===== config.mk =====
export PLATFORM = sky130hd
export DESIGN_NAME = popcount_tnn_seq
export DESIGN_NICKNAME = d
export VERILOG_FILES = /design/src/rtl/popcount_pkg.sv /design/src/rtl/popcount_chunk.sv /design/src/rtl/popcount_tnn_seq.sv
export SDC_FILE = /design/constraint.sdc
export NUM_CORES = 1
export LEC_CHECK = 0
export CAP_MARGIN = 10
export CORE_AREA = 5 5 125 127
export DETAILED_ROUTE_END_ITERATION = 7
export DIE_AREA = 0 0 130 132
export PLACE_DENSITY = 0.57
export SETUP_SLACK_MARGIN = 0.4
export SYNTH_ARGS = -nofsm -noshare
export SYNTH_HDL_FRONTEND = slang
export SYNTH_SLANG_ARGS = --single-unit

===== constraint.sdc =====
create_clock -name clk -period 4.8 [get_ports clk]
set_input_delay 0.96 -clock clk [delete_from_list [all_inputs] [get_ports clk]]
set_output_delay 0.96 -clock clk [all_outputs]
set_load 0.005 [all_outputs]

===== src/rtl/popcount_pkg.sv =====
// Shared definitions for the sequential ternary-neuron popcount engine.
package popcount_pkg;

    localparam logic [1:0] TERN_POS  = 2'b01;
    localparam logic [1:0] TERN_ZERO = 2'b00;
    localparam logic [1:0] TERN_NEG  = 2'b11;

    typedef enum logic [1:0] {
        ST_IDLE  = 2'd0,
        ST_ACCUM = 2'd1,
        ST_FINAL = 2'd2,
        ST_DONE  = 2'd3
    } state_t;

    function automatic int ceil_div(input int a, input int b);
        return (a + b - 1) / b;
    endfunction

endpackage


===== src/rtl/popcount_chunk.sv =====
// Combinational population count of one CHUNK-bit slice.
module popcount_chunk #(
    parameter  int CHUNK = 8,
    localparam int OW    = $clog2(CHUNK + 1)
) (
    input  logic [CHUNK-1:0] bits,
    output logic [OW-1:0]    count
);

    always_comb begin
        count = '0;
        for (int i = 0; i < CHUNK; i++) count = count + OW'(bits[i]);
    end

endmodule


===== src/rtl/popcount_tnn_seq.sv =====
// Multi-cycle ternary neuron: masked +1/-1 popcounts accumulated CHUNK bits
// per cycle, optional count truncation, then a two-threshold ternary decision.
module popcount_tnn_seq #(
    parameter  int N_INPUTS = 22,
    parameter  int CHUNK    = 8,
    parameter  int TRUNC    = 2,
    localparam int CW       = $clog2(N_INPUTS + 1)
) (
    input  logic                clk,
    input  logic                rst,
    input  logic                in_valid,
    output logic                in_ready,
    input  logic [N_INPUTS-1:0] in_x,
    input  logic [N_INPUTS-1:0] in_wpos,
    input  logic [N_INPUTS-1:0] in_wneg,
    input  logic signed [CW:0]  in_thr_hi,
    input  logic signed [CW:0]  in_thr_lo,
    input  logic                in_approx,
    output logic                out_valid,
    input  logic                out_ready,
    output logic [CW-1:0]       out_pos,
    output logic [CW-1:0]       out_neg,
    output logic [CW:0]         out_sum,
    output logic [1:0]          out_tern
);
    import popcount_pkg::*;

    localparam int NCHUNK = ceil_div(N_INPUTS, CHUNK);
    localparam int PADW   = NCHUNK * CHUNK;
    localparam int IW     = (NCHUNK > 1) ? $clog2(NCHUNK) : 1;
    localparam int PCW    = $clog2(CHUNK + 1);
    localparam logic [CW-1:0] KEEP = ~CW'((1 << TRUNC) - 1);
    localparam logic [IW-1:0] LAST = IW'(NCHUNK - 1);

    state_t               state;
    logic [PADW-1:0]      p_cap, m_cap;
    logic signed [CW:0]   thr_hi, thr_lo;
    logic                 approx;
    logic [CW-1:0]        acc_pos, acc_neg;
    logic [IW-1:0]        idx;

    logic [CHUNK-1:0]     p_chunk, m_chunk;
    logic [PCW-1:0]       pc_pos, pc_neg;
    logic [CW-1:0]        pos_f, neg_f;
    logic signed [CW:0]   sum_f;
    logic [1:0]           tern_f;

    assign in_ready = (state == ST_IDLE);
    assign p_chunk  = p_cap[int'(idx) * CHUNK +: CHUNK];
    assign m_chunk  = m_cap[int'(idx) * CHUNK +: CHUNK];

    popcount_chunk #(.CHUNK(CHUNK)) u_pc_pos (.bits(p_chunk), .count(pc_pos));
    popcount_chunk #(.CHUNK(CHUNK)) u_pc_neg (.bits(m_chunk), .count(pc_neg));

    // Upper threshold is tested first so it wins when thr_lo > thr_hi.
    always_comb begin
        pos_f = approx ? (acc_pos & KEEP) : acc_pos;
        neg_f = approx ? (acc_neg & KEEP) : acc_neg;
        sum_f = $signed({1'b0, pos_f}) - $signed({1'b0, neg_f});
        if (sum_f > thr_hi)      tern_f = TERN_POS;
        else if (sum_f < thr_lo) tern_f = TERN_NEG;
        else                     tern_f = TERN_ZERO;
    end

    always_ff @(posedge clk or posedge rst) begin
        if (rst) begin
            state     <= ST_IDLE;
            p_cap     <= '0;
            m_cap     <= '0;
            thr_hi    <= '0;
            thr_lo    <= '0;
            approx    <= 1'b0;
            acc_pos   <= '0;
            acc_neg   <= '0;
            idx       <= '0;
            out_valid <= 1'b0;
            out_pos   <= '0;
            out_neg   <= '0;
            out_sum   <= '0;
            out_tern  <= TERN_ZERO;
        end else begin
            case (state)
                ST_IDLE: if (in_valid) begin
                    // Bits claimed by both masks cancel to zero.
                    p_cap   <= PADW'(in_x & in_wpos & ~in_wneg);
                    m_cap   <= PADW'(in_x & in_wneg & ~in_wpos);
                    thr_hi  <= in_thr_hi;
                    thr_lo  <= in_thr_lo;
                    approx  <= in_approx;
                    acc_pos <= '0;
                    acc_neg <= '0;
                    idx     <= '0;
                    state   <= ST_ACCUM;
                end
                ST_ACCUM: begin
                    acc_pos <= acc_pos + CW'(pc_pos);
                    acc_neg <= acc_neg + CW'(pc_neg);
                    if (idx == LAST) state <= ST_FINAL;
                    else             idx   <= idx + 1'b1;
                end
                ST_FINAL: begin
                    out_pos   <= pos_f;
                    out_neg   <= neg_f;
                    out_sum   <= sum_f;
                    out_tern  <= tern_f;
                    out_valid <= 1'b1;
                    state     <= ST_DONE;
                end
                ST_DONE: if (out_ready) begin
                    out_valid <= 1'b0;
                    state     <= ST_IDLE;
                end
                default: state <= ST_IDLE;
            endcase
        end
    end

endmodule

# Yosys cells after proc, flatten, opt, wreduce, memory -nomap -nowiden
# Cells that the tools add are included.
# word_totals
output_inout_bits	20
input_bits	83
register_bits	94
elab_cells	74
# classes
add_sub_neg	18
bitwise	6
order_cmp	2
n_reduce_logical	8
n_shift	2
mux	16
eq_ne	8
# ops
cell	n
adder 4 x 1 -> 4 bit	12
bitwise AND 22 x 24 -> 24 bit	2
inverter 22 -> 24 bit	2
variable part select 24 x 6 -> 8 bit	2
bitwise AND 22 bit	2
case mux 5 bit (2 select lines)	2
two-way mux 2 bit	9
adder 5 x 4 -> 5 bit	2
inequality test 2 bit (second input constant)	4
case mux 2 bit (4 select lines)	1
equality test 2 bit (second input constant)	3
> comparator 6 bit	1
less-than comparator 6 bit	1
AND reduction 2 bit	3
AND reduction 3 bit	2
subtractor 5 x 5 -> 6 bit	1
two-way mux 5 bit	1
adder 1 x 1 -> 2 bit	2
case mux 2 bit (2 select lines)	1
nonzero test 2 bit	2
adder 2 x 1 -> 2 bit (second input constant)	1
equality test 2 x 1 -> 1 bit (second input constant)	1
zero test 2 bit	1
case mux 1 bit (2 select lines)	1
two-way mux 1 bit	1

# Logic depth before layout (Yosys ltp)
# logic_depth
word_depth	10
ltp_mapped	19
depth_no_buf	18

# By module
# A second synthesis with hierarchy kept.
# unflattened
hier_cells	543
hier_area_um2	5112.4
# modules_own_cells
module	instances	cells_per_inst	area_per_inst_um2	seq_area_each_um2
popcount_tnn_seq	1	495	4732.0	2252.2
popcount_chunk	2	24	190.2	0.0

# Least setup slack after synthesis
# No wires, ideal clock.
# synth_path
kind	reg2reg
from	register idx[1]
to	register acc_pos[4]
setup_ns	0.086
period_less_slack_ns	4.343
t_arrival_ns	4.257
required_time_ns	4.714
setup_slack_ns	0.457
n_path_buf	2
path_stages_with_launch	19
cell_sequence	dfrtp_1 -> buf_2 -> nor2_1 -> buf_2 -> nand2_1 -> o21ai_0 -> ha_1 -> inv_1 -> fa_1 -> fa_1 -> fa_1 -> fa_1 -> xnor2_1 -> ha_1 -> nor2b_1 -> o21a_1 -> o2111ai_1 -> o31ai_1 -> nor3_1
# synth_between
elab_chain_len	10
# synth_lines
element	line_no	text
start: declaration	popcount_tnn_seq.sv:40	logic [IW-1:0] idx;
start signal: assignment	popcount_tnn_seq.sv:99	else idx <= idx + 1'b1;
variable part select 24 x 6 -> 8 bit *	popcount_tnn_seq.sv:49	assign p_chunk = p_cap[int'(idx) * CHUNK +: CHUNK];
adder 1 x 1 -> 2 bit	popcount_chunk.sv:12	for (int i = 0; i < CHUNK; i++) count = count + OW'(bits[i]);
adder 4 x 1 -> 4 bit (5 in a row)	popcount_chunk.sv:12	
adder 4 x 1 -> 4 bit *	popcount_chunk.sv:12	
adder 5 x 4 -> 5 bit *	popcount_tnn_seq.sv:96	acc_pos <= acc_pos + CW'(pc_pos);
case mux 5 bit (2 select lines) *	popcount_tnn_seq.sv:82	case (state)
end signal: assignment	popcount_tnn_seq.sv:96	
end: declaration	popcount_tnn_seq.sv:39	logic [CW-1:0] acc_pos, acc_neg;
# Mark *: on every way between the ends. The rest lies on a longest branch, timed or not.
# A chain may end at the register's enable or synchronous reset.

# Worst setup path in the final report
# layout_path
from	register idx[1]
to	register acc_neg[4]
# layout_between
elab_chain_len	10
# layout_lines
element	line_no	text
variable part select 24 x 6 -> 8 bit *	popcount_tnn_seq.sv:50	assign m_chunk = m_cap[int'(idx) * CHUNK +: CHUNK];
adder 1 x 1 -> 2 bit	popcount_chunk.sv:12	
adder 4 x 1 -> 4 bit (5 in a row)	popcount_chunk.sv:12	
adder 4 x 1 -> 4 bit *	popcount_chunk.sv:12	
adder 5 x 4 -> 5 bit *	popcount_tnn_seq.sv:97	acc_neg <= acc_neg + CW'(pc_neg);
case mux 5 bit (2 select lines) *	popcount_tnn_seq.sv:82	
end signal: assignment	popcount_tnn_seq.sv:97	
end: declaration	popcount_tnn_seq.sv:39	
# Marks and branches as above.

==> results_dict.tcl <==
set metrics [dict create \
    outcome "completed" \
    final.setup_skew_ps 8.74 \
    synth.distinct_cells 41 \
    final.period_utilization_pct 87.9 \
    insertion_delay_ps 340 \
    slew_violations 0 \
    clock_tree.root_cell "clkbuf_16" \
    timing.setup.tns_ps 0 \
    register_bit_count_reported_by_yosys 90 \
    num-nets-final 764 \
    min-delay-path-class "reg2reg" \
    worst_r2r_startpoint "idx[1]" \
    vias_per_cell 4.88 \
    synth_largest_area_cell "dfrtp_1" \
    yosys.area_share.simple_pct 15.1 \
    dieHeight_um 132 \
    slew_headroom_pct 35.0 \
    min_to "p_cap[21]" \
    grt_max_degree 49 \
    critical_path_arrival_ps 4490 \
    final_util_pct 46.0 \
    number_of_diodes 0 \
    synth_compound_area_share_pct 14.0 \
    routability_cong 0.870 \
    cts-hold-fix-buffers 0 \
    postRouteAntennaNets 0 \
    critical_path.top_delay_family "adder cells" \
    floorplan.io_pins 103 \
    final.hold.worst_slack_ps 471 \
    global_route.usage.total_pct 15.3 \
    port-buffer-count 102 \
    worst_hold_startpoint "p_cap[21]" \
    number_of_global_route_vias_before_repair 4235 \
    cts-root-to-sink-buffers 2 \
    yosysWarningCount 0 \
    setup_viol 0 \
    vdd.ir_drop.worst_uv 249 \
    synth.top_cell.area_share_pct 44.3 \
    timing.fmax_ghz 0.237 \
    crit_fanout 7 \
    startpoint_kind_of_the_worst_setup_timing_path "register" \
    clock_tree_from_tritoncts "yes" \
    drt_pass1_iterations 4 \
    tightest_slew_ps 975 \
    ff_to_ff_end "acc_neg[4]" \
    synthesis.area_per_instance_sq_um 9.57 \
    worst-r2r-cell-count 16 \
    dp_hpwl_um 9810 \
    clock_sink_count 90 \
    cpMaxStageDelayCell "fa_1" \
    vias 4018 \
    clk_pin_slew_worst_paths_ps 60 \
    chipWidth_um 130 \
    most_frequently_used_flop_master_after_synthesis "dfrtp_1" \
    routed_wire_length_per_instance_um 15.2 \
    postSynth.asyncResetShare_pct 100 \
    synth_seq_area_share_pct 44.3 \
    report.final.hold_viol_count 0 \
    critical_path.max_stage_delay_ps 540 \
    drt_first_iter_violations 189 \
    data_required_time_at_the_worst_endpoint_ps 5070 \
    fp.dieArea_sq_um 17200 \
    most_instantiated_cells_after_synthesis "nand2_1, dfrtp_1, inv_1" \
    setup.reg_to_reg.worst_slack_ps 580 \
    power.density_nw_per_um2 626 \
    synth_top_family_by_area "simple AND/OR/NAND/NOR gates" \
    critical_path_cell_sequence "buf_4 -> mux2i_1 -> o21ai_0 -> ha_1 -> inv_1 -> fa_1 -> fa_1 -> fa_2 -> fa_2 -> xnor2_1 -> ha_1 -> nor2b_1 -> o21a_1 -> o2111ai_2 -> o31ai_1 -> nor2_1" \
    timing.final.crit_period_ps 4220 \
    endpoint_kind "register" \
    yosys.area_share.adder_pct 12.9 \
    synthesis.instances 531 \
    grt_overflow_total 0 \
    report.power.total_uw 4130 \
    synthToLayoutAreaGrowth_pct 29.6 \
    postSynthNetCount 660 \
    cts_inserted_buffers 9 \
    timing_worst_setup_path_type "reg2reg" \
    crit_buf_inv 2 \
    mappedNetlistArea_sq_um 5080 \
    synth_mux_area_share_pct 6.82 \
    layout-drive-gt1-share_pct 8.29 \
    whs_path_depth 2 \
    drc 0 \
    synth.most_common_cell "nand2_1" \
    cellLeakagePower_uw 0.00291 \
    core_area_sq_um 14300 \
    drt-total-wl_um 12500 \
    grt_first_pass_wirelength_um 20900 \
    cts-htree-levels 3 \
    grt_setup_unrepaired "yes" \
    max_cap_viol_count 0 \
    initial_antenna_violation_count 0 \
    number_of_flops_mapped_to_enable_cells_by_yosys 0 \
    synth.top_cells.by_area "dfrtp_1, ha_1, nand2_1" \
    initial_utilization_pct 35.5 \
    rows 44 \
    synth_xor_xnor_area_share_pct 1.38 \
]
==> routing by layer <==
layer	global-route usage, %	share of wire (%)
met5	0	0
met4	4.33	1.5
met3	4.38	6.0
met2	24.8	47
met1	19.9	45
==> timing repair <==
| item | in CTS | in global routing |
|---|---|---|
| pin swaps | 0 | 8 |
| resized for setup | 1 | 7 |
| gates cloned | 0 | 0 |
| endpoints found under the setup margin | 2 | 6 |
| buffers inserted | 0 | 6 |
==> registers in the layout, summed over array words and instances (netlist names), 6 cells and up <==
register,cells
m_cap,22
thr_hi,6
p_cap,22
out_sum,6
thr_lo,6
==> cell families (layout without fill, tap and decap cells) <==
| kind of cell | Yosys count | after routing |
|---|---|---|
| buffers and inverters | 64 | 172 |
| and+or+nand+nor | 175 | 175 |
| xor gates and xnor gates | 8 | 8 |
| muxes | 33 | 33 |
| AOI/OAI and AO/OA | 115 | 115 |
| DFF | 90 | 90 |
| adders and majority gates | 46 | 46 |
==> worst reg2reg max path, delay by kind of cell (launching register included) <==
family / cells / cell delay, ps
and+or+nand+nor: 2 / 260
xor gates and xnor gates: 1 / 130
AOI/OAI and AO/OA: 4 / 550
muxes: 1 / 170
buffers and inverters: 2 / 210
DFF: 1 / 460
adders and majority gates: 6 / 2350
==> power breakdown <==
part | switching, uW | leakage, uW | internal [uW]
Sequential | 188 | 0.00118 | 1050
Clock | 280 | 0.000122 | 347
Combinational | 1200 | 0.00160 | 1060
Total | 1670 | 0.00291 | 2460
==> layout by cell type (no fill, tap or decap), types with 2 or more instances in the layout <==
| master | count |
|---|---|
| a21oi_1 | 15 |
| nand2b_1 | 3 |
| o21a_1 | 5 |
| mux2i_1 | 20 |
| nand2_1 | 105 |
| dfrtp_1 | 89 |
| buf_4 | 12 |
| nand3_1 | 23 |
| ha_1 | 35 |
| nor2b_1 | 8 |
| o21ai_0 | 35 |
| nor3_1 | 5 |
| clkinv_2 | 3 |
| o221ai_1 | 3 |
| nand4b_1 | 2 |
| nor2_1 | 17 |
| nor3b_1 | 2 |
| clkdlybuf4s50_1 | 102 |
| a21o_1 | 4 |
| fa_2 | 5 |
| inv_1 | 42 |
| a32o_1 | 2 |
| o21ai_1 | 17 |
| mux2_2 | 13 |
| fa_1 | 6 |
| or2_2 | 4 |
| clkbuf_1 | 3 |
| o31ai_1 | 23 |
| o22ai_1 | 2 |
| xor2_1 | 5 |
| xnor2_1 | 3 |
| clkbuf_16 | 9 |
==> stage by stage <==
step | setup WS [ps] | std cells | instance area [sq um]
finish | 578 | 823 | 6590
global route | 374 | 823 | 6590
CTS | 405 | 817 | 6520
detailed placement | 333 | 802 | 6270
global placement | 412 | 802 | 6270
floorplan | 457 | 531 | 5080
==> how the worst max path moves through the flow <==
stage / to / depth (start not counted) / startpoint / slack (ps)
after global routing: acc_neg[4] / 18 / idx[0] / 370
after floorplan: acc_pos[4] / 18 / idx[1] / 460
final: acc_neg[4] / 16 / idx[1] / 580
after global placement: acc_pos[4] / 17 / idx[1] / 410
after detailed placement: acc_pos[4] / 17 / idx[1] / 330
after CTS: acc_pos[4] / 17 / idx[1] / 400
==> cell type report <==
| class | instances | area [sq um] |
|---|---|---|
| clock inverter | 3 | 17.5 |
| sequential | 90 | 2250 |
| timing repair buffer | 114 | 1110 |
| clock buffer | 12 | 236 |
| fill | 1408 | 7720 |
| multi-input combinational | 377 | 2580 |
| tap | 184 | 230 |
| inverter | 43 | 163 |
No activity file was read; power rests on OpenSTA's default activity.
